<file path="config.mk">
export PLATFORM = sky130hd
export DESIGN_NAME = store_buffer
export DESIGN_NICKNAME = d
export VERILOG_FILES = /design/src/rtl/sb_pkg.sv /design/src/rtl/sb_extend.sv /design/src/rtl/store_buffer.sv
export SDC_FILE = /design/constraint.sdc
export NUM_CORES = 1
export LEC_CHECK = 0
export ABC_AREA = 1
export CAP_MARGIN = 10
export CORE_MARGIN = 2
export CORE_UTILIZATION = 45
export DETAILED_ROUTE_END_ITERATION = 8
export PLACE_DENSITY = 0.74
export SKIP_CTS_REPAIR_TIMING = 1
export SYNTH_ARGS = -nofsm -noshare
export SYNTH_HDL_FRONTEND = slang
export SYNTH_SLANG_ARGS = --single-unit
</file>
<file path="constraint.sdc">
create_clock -name clk -period 13.2 [get_ports clk]
set_input_delay 3.3 -clock clk [delete_from_list [all_inputs] [get_ports clk]]
set_output_delay 3.3 -clock clk [all_outputs]
set_load 0.005 [all_outputs]
</file>
<file path="src/rtl/sb_pkg.sv">
// +------------------------------------------------------------------+
// | sb_pkg : shared mode encodings, entry type and size helpers      |
// | Revision: 1.0                                                    |
// +------------------------------------------------------------------+
`default_nettype none

package sb_pkg;

  localparam logic [2:0] c_MODE_BYTE  = 3'b000;
  localparam logic [2:0] c_MODE_HALF  = 3'b001;
  localparam logic [2:0] c_MODE_WORD  = 3'b010;
  localparam logic [2:0] c_MODE_UBYTE = 3'b011;
  localparam logic [2:0] c_MODE_UHALF = 3'b100;
  localparam logic [2:0] c_MODE_IDLE  = 3'b111;

  typedef struct packed {
    logic [31:0] addr;
    logic [31:0] wdata;
    logic [2:0]  mode;
  } sb_entry_t;

  function automatic logic [2:0] mode_size(input logic [2:0] mode);
    case (mode)
      c_MODE_BYTE, c_MODE_UBYTE: return 3'd1;
      c_MODE_HALF, c_MODE_UHALF: return 3'd2;
      default:                   return 3'd4;
    endcase
  endfunction

  function automatic logic [1:0] size_class(input logic [2:0] mode);
    case (mode)
      c_MODE_BYTE, c_MODE_UBYTE: return 2'd0;
      c_MODE_HALF, c_MODE_UHALF: return 2'd1;
      default:                   return 2'd2;
    endcase
  endfunction

  // Only signed byte/half and word are valid store widths.
  function automatic logic store_legal(input logic [2:0] mode);
    return (mode == c_MODE_BYTE) || (mode == c_MODE_HALF) || (mode == c_MODE_WORD);
  endfunction

endpackage

`default_nettype wire

</file>
<file path="src/rtl/sb_extend.sv">
// +------------------------------------------------------------------+
// | sb_extend : sign/zero extension of forwarded store data          |
// | Revision: 1.0                                                    |
// +------------------------------------------------------------------+
`default_nettype none

module sb_extend
  import sb_pkg::*;
(
  input  logic [31:0] data,
  input  logic [2:0]  mode,
  output logic [31:0] result
);

  always_comb begin
    result = data;
    case (mode)
      c_MODE_BYTE:  result = {{24{data[7]}}, data[7:0]};
      c_MODE_UBYTE: result = {24'd0, data[7:0]};
      c_MODE_HALF:  result = {{16{data[15]}}, data[15:0]};
      c_MODE_UHALF: result = {16'd0, data[15:0]};
      default:      result = data;
    endcase
  end

endmodule

`default_nettype wire

</file>
<file path="src/rtl/store_buffer.sv">
// +------------------------------------------------------------------+
// | store_buffer : posted-store FIFO owning the data-memory port;    |
// | loads bypass unless they overlap a pending store.                |
// | Option macro SB_FWD_EN enables store-to-load forwarding.         |
// | Revision: 1.0                                                    |
// +------------------------------------------------------------------+
`default_nettype none

module store_buffer
  import sb_pkg::*;
#(
  parameter int DEPTH = 4
) (
  input  logic        clk,
  input  logic        rst_n,
  input  logic        req_valid,
  input  logic        req_we,
  input  logic [31:0] req_addr,
  input  logic [31:0] req_wdata,
  input  logic [2:0]  req_mode,
  output logic        req_ready,
  output logic [31:0] resp_rdata,
  output logic        mem_wr_en,
  output logic        mem_rd_en,
  output logic [31:0] mem_addr,
  output logic [31:0] mem_wdata,
  output logic [2:0]  mem_mode,
  input  logic [31:0] mem_rdata,
  output logic        sb_empty
);

  localparam int c_PTR_W = $clog2(DEPTH);
  localparam int c_CNT_W = c_PTR_W + 1;

  sb_entry_t            r_entries [DEPTH];
  logic [c_PTR_W-1:0]   r_head;
  logic [c_PTR_W-1:0]   r_tail;
  logic [c_CNT_W-1:0]   r_count;

  logic [DEPTH-1:0]     w_hit;
  logic                 w_full;
  logic                 w_overlap;
  logic                 w_fwd;
  logic [31:0]          w_fwd_data;
  logic                 w_load_ok;
  logic                 w_load_acc;
  logic                 w_mem_load;
  logic                 w_drain;
  logic                 w_push;
  logic [32:0]          w_ld_lo;
  logic [32:0]          w_ld_hi;
  sb_entry_t            w_head_e;

  assign w_full   = (r_count == c_CNT_W'(DEPTH));
  assign w_ld_lo  = {1'b0, req_addr};
  assign w_ld_hi  = w_ld_lo + 33'(mode_size(req_mode));
  assign w_head_e = r_entries[r_head];

  // 33-bit range compare so a top-of-memory entry never wraps to address 0.
  for (genvar i = 0; i < DEPTH; i++) begin : g_entry
    logic [c_PTR_W-1:0] w_off;
    logic [32:0]        w_lo;
    logic [32:0]        w_hi;
    assign w_off    = c_PTR_W'(i) - r_head;
    assign w_lo     = {1'b0, r_entries[i].addr};
    assign w_hi     = w_lo + 33'(mode_size(r_entries[i].mode));
    assign w_hit[i] = ({1'b0, w_off} < r_count) && store_legal(r_entries[i].mode)
                      && (w_lo < w_ld_hi) && (w_ld_lo < w_hi);
  end

  assign w_overlap = |w_hit;

`ifdef SB_FWD_EN
  logic [c_PTR_W-1:0] w_young;
  logic [c_PTR_W-1:0] w_age_idx;
  sb_entry_t          w_young_e;

  // Walk oldest to youngest so the last hit seen is the youngest.
  always_comb begin
    w_young   = '0;
    w_age_idx = '0;
    for (int k = 0; k < DEPTH; k++) begin
      w_age_idx = r_head + c_PTR_W'(k);
      if (w_hit[w_age_idx]) w_young = w_age_idx;
    end
  end

  assign w_young_e = r_entries[w_young];
  assign w_fwd = w_overlap && (w_young_e.addr == req_addr)
                 && (size_class(w_young_e.mode) == size_class(req_mode));

  sb_extend u_extend (
    .data   (w_young_e.wdata),
    .mode   (req_mode),
    .result (w_fwd_data)
  );
`else
  assign w_fwd      = 1'b0;
  assign w_fwd_data = '0;
`endif

  assign w_load_ok  = !w_full && (!w_overlap || w_fwd);
  assign req_ready  = (req_valid && !req_we) ? w_load_ok : !w_full;
  assign w_load_acc = req_valid && !req_we && w_load_ok;
  assign w_mem_load = w_load_acc && !w_fwd;
  assign w_drain    = (r_count != '0) && !w_mem_load;
  assign w_push     = req_valid && req_we && !w_full;
  assign sb_empty   = (r_count == '0);

  always_comb begin
    mem_wr_en  = 1'b0;
    mem_rd_en  = 1'b0;
    mem_addr   = '0;
    mem_wdata  = '0;
    mem_mode   = c_MODE_IDLE;
    resp_rdata = '0;
    if (w_mem_load) begin
      mem_rd_en  = 1'b1;
      mem_addr   = req_addr;
      mem_mode   = req_mode;
      resp_rdata = mem_rdata;
    end else begin
      if (w_load_acc) resp_rdata = w_fwd_data;
      // Illegal-mode entries still pop but never reach memory.
      if (w_drain && store_legal(w_head_e.mode)) begin
        mem_wr_en = 1'b1;
        mem_addr  = w_head_e.addr;
        mem_wdata = w_head_e.wdata;
        mem_mode  = w_head_e.mode;
      end
    end
  end

  always_ff @(posedge clk or negedge rst_n) begin
    if (!rst_n) begin
      r_head  <= '0;
      r_tail  <= '0;
      r_count <= '0;
    end else begin
      if (w_push)  r_tail <= r_tail + c_PTR_W'(1);
      if (w_drain) r_head <= r_head + c_PTR_W'(1);
      case ({w_push, w_drain})
        2'b10:   r_count <= r_count + c_CNT_W'(1);
        2'b01:   r_count <= r_count - c_CNT_W'(1);
        default: r_count <= r_count;
      endcase
    end
  end

  always_ff @(posedge clk) begin
    if (w_push) r_entries[r_tail] <= '{addr: req_addr, wdata: req_wdata, mode: req_mode};
  end

endmodule

`default_nettype wire

</file>
==> impl_metrics.toml, run 1 <==
[cells_and_area]
finalNetCount = 3032
num_antenna_cells = 0
layoutNonFillerInstCount = 3330
finalInstanceArea_sq_um = 24700
drive_gt1_share_pct = 5.05
area.growth.synth_to_final_pct = 18.8

[setup_path]
crit_slowest_cell = "sky130_fd_sc_hd__clkdlybuf4s50_1"
setup.reg_to_reg.worst_slack_ns = 5.36
worst_r2r_endpoint = "r_count[2]"
critPathKind = "in -> out"
arrival_ns = 9.24
reg2regPathDepth = 37
critPathRequiredTime_ns = 9.90
cp-start-kind = "input port"
critical_path.endpoint_type = "output pin"
setup.worst_path.start = "req_mode[0]"
timing.critical_path.fanout_max = 11
critPathMaxStageDelay_ns = 0.65
worstReg2RegStart = "r_entries[3][0]"
critPathMostFrequentCell = "sky130_fd_sc_hd__nand2_1"

[routing]
postRouteAntennaNets = 0
wl_per_cell_um = 22.1
number_of_drc_violations_after_detailed_routing_iteration_0 = 1796
finalWirelength_um = 73600
vias_per_cell = 5.85
detailroute.via_count = 19500
post-route-drc-count = 0
drt_pass1_iterations = 5

[clock_tree]
cts_max_level = 1
clock-root-buffer = "sky130_fd_sc_hd__clkbuf_16"
clk_pin_slew_worst_paths_ns = 0.06
cts.sink_count = 275
cts_tree = "yes"
cts_inserted_buffers = 31
cts.path.max_buffers = 3
clkLatencyLatePin_ns = 0.58

[yosys]
synth.avg_cell_area_sq_um = 8.37
async_flop_share_pct = 2.55
synth_enable_flop_cells = 268
synth.ff_latch_count = 275
syn_inst = 2483
leading_post_synthesis_cells_by_cell_area = "sky130_fd_sc_hd__edfxtp_1 (39%), sky130_fd_sc_hd__ha_1 (13%), sky130_fd_sc_hd__nand2_1 (10%), sky130_fd_sc_hd__inv_1 (5.1%), sky130_fd_sc_hd__nor2_1 (4.6%)"
post_synth_most_frequent_cells = "sky130_fd_sc_hd__nand2_1 (574), sky130_fd_sc_hd__inv_1 (284), sky130_fd_sc_hd__edfxtp_1 (268)"
synthesis.nets = 2808
synth_cell_types = 61
ys_seq_area_share_pct = 39.6
synth_most_common_cell = "sky130_fd_sc_hd__nand2_1"
yosysWarnings = 0
netlist.area_leader.share_pct = 38.7
dominantRegCellSynth = "sky130_fd_sc_hd__edfxtp_1"
synth.largest_area_cell = "sky130_fd_sc_hd__edfxtp_1"
mappedNetlistArea_sq_um = 20800

[sta]
hold_viol_final = 0
timing_max_transition_violations_final = 0
layout_min_cycle_time_ns = 12.54
slew_headroom_pct = 21.3
hold_slack_ns = 0.563
clock-skew-final_ns = 0.00909
period_share_pct = 95.0
setup_tns_ns = 0
timing.final.setup_violations = 0
rsz0062_at_grt = "false"
fmax_mhz = 79.8
worst-slew-pin-transition_ns = 1.18

[worst_hold_path]
min_from = "r_count[1]"
hold_path.class = "reg -> reg"
worst_hold_path.num_cells = 2
whs_endpoint = "r_count[1]"

[grt]
grt_start_max_net_pins = 68
global_route_wire_length_before_repair_um = 111000
vias_in_the_first_global_route = 19000
groute.usage.overall_pct = 30.4
grt_remaining_overflow = 0
number_of_antenna_violations_at_the_first_check_in_global_routing = 1

[floorplan]
design.die.area_sq_um = 47900
pin_count = 206
die_width_um = 219
std_cell_rows = 78
initial_core_util_pct = 45.7
fp.dieH_um = 219
placeableCoreArea_sq_um = 45500

[place]
globalplace.congestion = 0.984
place_inst = 3273
dp.final_hpwl_um = 55100
io_buffer_count = 205
postPlaceCellArea_sq_um = 23700

[power]
cellLeakagePower_uw = 0.0106
max-vdd-ir-drop_mv = 0.159
total_power_divided_by_cell_area_nw_per_um2 = 147

[job]
cap_violations = 0

[outcome]
outcome = "finished, final reports clean"
## routing by layer
metal	vias up	share of wire [%]	global-route usage, %
li1	9136	-	-
met1	9258	42	39.6
met2	908	46	51.0
met3	166	8.0	4.31
met4	2	4.0	11.7
met5	-	0.018	0
## power breakdown
part	internal, uW	switching (uW)	leakage, uW
logic	662	990	0.00758
registers	1070	81.7	0.00251
clock network	455	369	0.000474
total	2180	1440	0.0106
## metrics by stage
stage          util, %  worst slack (ns)  total power, uW
4_1_cts           54.2             0.373             3630
6_report          54.3             0.665             3630
3_5_place_dp      52.1             0.430             2790
2_1_floorplan        -              2.80             2020
3_3_place_gp      52.1             0.525             2770
5_1_grt           54.3            0.0500             3810
## state kept, by name, summed over array words and instances, names as in the netlist
register / count
r_entries: 268
r_count: 3
r_head: 2
r_tail: 2
## worst max-delay path: cells and delay by family
| kind | cells | cell delay (ns) |
|---|---|---|
| and+or+nand+nor | 24 | 3.32 |
| buffers and inverters | 4 | 1.47 |
| adders and majority gates | 2 | 0.74 |
| xor gates and xnor gates | 1 | 0.24 |
| AOI/OAI and AO/OA | 1 | 0.18 |
## cell usage in the layout (no fill, tap or decap), drive strengths merged, types with 60 or more instances in the layout
| cell | n |
|---|---|
| xor2 | 90 |
| nand4 | 88 |
| nand3 | 158 |
| a21oi | 102 |
| nor3 | 63 |
| clkdlybuf4s50 | 205 |
| o21ai | 75 |
| inv | 292 |
| nor2 | 262 |
| nand2 | 587 |
| ha | 216 |
| a221oi | 60 |
| edfxtp | 268 |
## final cells by class
type,count,area (sq um)
sequential,275,8220
tap,600,751
clock buffer,40,850
timing repair buffer,246,2380
inverter,289,1080
clock inverter,16,105
multi-input combinational,1864,11300
fill,4142,20800
## cell families after synthesis
| logic type | count (synthesis) | synth area share [%] |
|---|---|---|
| buffers and inverters | 344 | 6.44 |
| AOI/OAI and AO/OA | 347 | 10.8 |
| adders and majority gates | 223 | 13.6 |
| DFF | 275 | 39.6 |
| xor gates and xnor gates | 113 | 4.80 |
| and+or+nand+nor | 1181 | 24.7 |
## worst max path at each step
stage | endpoint | slack [ns] | cells after the start
floorplan | mem_addr[22] | 2.80 | 30
global placement | mem_addr[31] | 0.53 | 32
detailed placement | mem_addr[31] | 0.43 | 32
CTS | mem_mode[0] | 0.37 | 32
global route | mem_addr[29] | 0.05 | 32
finish | mem_addr[28] | 0.66 | 32
Power figures use the tool's default switching activity.
==> run 2: changes to the inputs <==
Settings changed: CORE_ASPECT_RATIO set to 1.4, TNS_END_PERCENT set to 10.
==> impl_metrics.toml, run 2 (synthesis results as in run 1) <==
[outcome]
outcome = "finished, final reports clean"

[routing]
drt_pass1_iterations = 6
detailroute.via_count = 19500
number_of_drc_violations_after_detailed_routing_iteration_0 = 1555
vias_per_cell = 5.82
finalWirelength_um = 75300
post-route-drc-count = 0
postRouteAntennaNets = 0
wl_per_cell_um = 22.5

[floorplan]
pin_count = 206
fp.dieH_um = 258
design.die.area_sq_um = 47900
die_width_um = 186
placeableCoreArea_sq_um = 45800
initial_core_util_pct = 45.3
std_cell_rows = 93

[sta]
period_share_pct = 94.9
rsz0062_at_grt = "false"
slew_headroom_pct = 26.7
timing_max_transition_violations_final = 0
hold_viol_final = 0
timing.final.setup_violations = 0
layout_min_cycle_time_ns = 12.52
worst-slew-pin-transition_ns = 1.10
setup_tns_ns = 0
clock-skew-final_ns = 0.0120
fmax_mhz = 79.8

[power]
max-vdd-ir-drop_mv = 0.148
total_power_divided_by_cell_area_nw_per_um2 = 146
cellLeakagePower_uw = 0.0106

[setup_path]
critPathMostFrequentCell = "sky130_fd_sc_hd__nand2_1"
arrival_ns = 9.22
critPathRequiredTime_ns = 9.90
critical_path.endpoint_type = "output pin"
setup.worst_path.start = "req_mode[0]"
critPathKind = "in -> out"
cp-start-kind = "input port"
worstReg2RegStart = "r_entries[3][0]"
critPathMaxStageDelay_ns = 0.62
crit_slowest_cell = "sky130_fd_sc_hd__clkdlybuf4s50_1"
timing.critical_path.fanout_max = 9

[place]
dp.final_hpwl_um = 57100
io_buffer_count = 205
globalplace.congestion = 0.975
place_inst = 3297

[cells_and_area]
finalNetCount = 3037
multiInputGateArea_sq_um = 11300
mostFrequentLayoutCell = "sky130_fd_sc_hd__nand2_1"
layout.cells.most_common_list = "sky130_fd_sc_hd__nand2_1 (574), sky130_fd_sc_hd__inv_1 (284), sky130_fd_sc_hd__edfxtp_1 (268), sky130_fd_sc_hd__nor2_1 (247), sky130_fd_sc_hd__ha_1 (216)"
largest_reg_flops = 268
fillerInstances = 4328
drive_gt1_share_pct = 5.12
area.growth.synth_to_final_pct = 18.9
layoutNonFillerInstCount = 3351
top_register = "r_entries"
sequential_cell_area_sq_um = 8220
layout_top_registers = "r_entries: 268 flops, r_count: 3 flops"
num_antenna_cells = 0
final_core_util_pct = 53.9

[grt]
grt_start_max_net_pins = 68
vias_in_the_first_global_route = 19500
number_of_antenna_violations_at_the_first_check_in_global_routing = 0
global_route_wire_length_before_repair_um = 112000
groute.usage.overall_pct = 31.1
grt_remaining_overflow = 0

[clock_tree]
cts_max_level = 1
clkLatencyLatePin_ns = 0.58
cts.path.max_buffers = 3
cts_inserted_buffers = 28
cts.sink_count = 275
clock-root-buffer = "sky130_fd_sc_hd__clkbuf_16"
clk_pin_slew_worst_paths_ns = 0.06
cts_tree = "yes"

[worst_hold_path]
hold_path.class = "reg -> reg"
min_from = "r_count[1]"

[job]
cap_violations = 0
[run 2: final cells by class]
type                    instances  share of cell area (%)
multi-input cells            1864                    45.7
flip-flops and latches        275                    33.3
repair buffers                254                    9.84
inverters                     289                    4.39
well taps                     617                    3.12
clock buffers                  37                    3.06
clock inverters                15                   0.603
[run 2: per-stage QoR]
| step | area, sq um | hold slack [ns] | worst slack (ns) | total power (uW) |
|---|---|---|---|---|
| 3_3_place_gp | 23800 | 0.517 | 0.497 | 2760 |
| 6_report | 24700 | 0.541 | 0.676 | 3600 |
| 2_1_floorplan | 20800 | 0.493 | 2.80 | 2020 |
| 5_1_grt | 24700 | 0.599 | 0.109 | 3800 |
| 4_1_cts | 24700 | 0.543 | 0.375 | 3600 |
| 3_5_place_dp | 23800 | 0.529 | 0.398 | 2790 |
[run 2: critical path: cells and delay by family]
family	cells	cell delay, ns
adders and majority gates	2	0.65
AOI/OAI and AO/OA	1	0.17
buffers and inverters	6	1.75
xor gates and xnor gates	1	0.19
and+or+nand+nor	24	3.15
[run 2: final timing paths]
kind / endpoint / slack, ns / cells after the start
max: mem_addr[12] / 0.68 / 34
min: r_count[1] / 0.54 / 2
max reg2reg: r_count[2] / 5.00 / 37
min reg2reg: r_count[1] / 0.54 / 2
max in group asynchronous: r_tail[0] / 9.95 / 1
min in group asynchronous: r_count[2] / 2.99 / 1
[run 2: where the power goes]
part	internal, uW	switching [uW]	leakage, uW
Combinational	663	983	0.00762
Sequential	1070	80.3	0.00251
Clock	445	366	0.000433
Total	2170	1430	0.0106
[run 2: routing by layer]
layer | wire length [um] | global-route usage [%] | vias to the layer above
li1 | - | - | 9133
met1 | 27900 | 35.1 | 9198
met2 | 36300 | 54.5 | 904
met3 | 4980 | 3.77 | 265
met4 | 6150 | 21.1 | 0
met5 | 0 | 0 | -
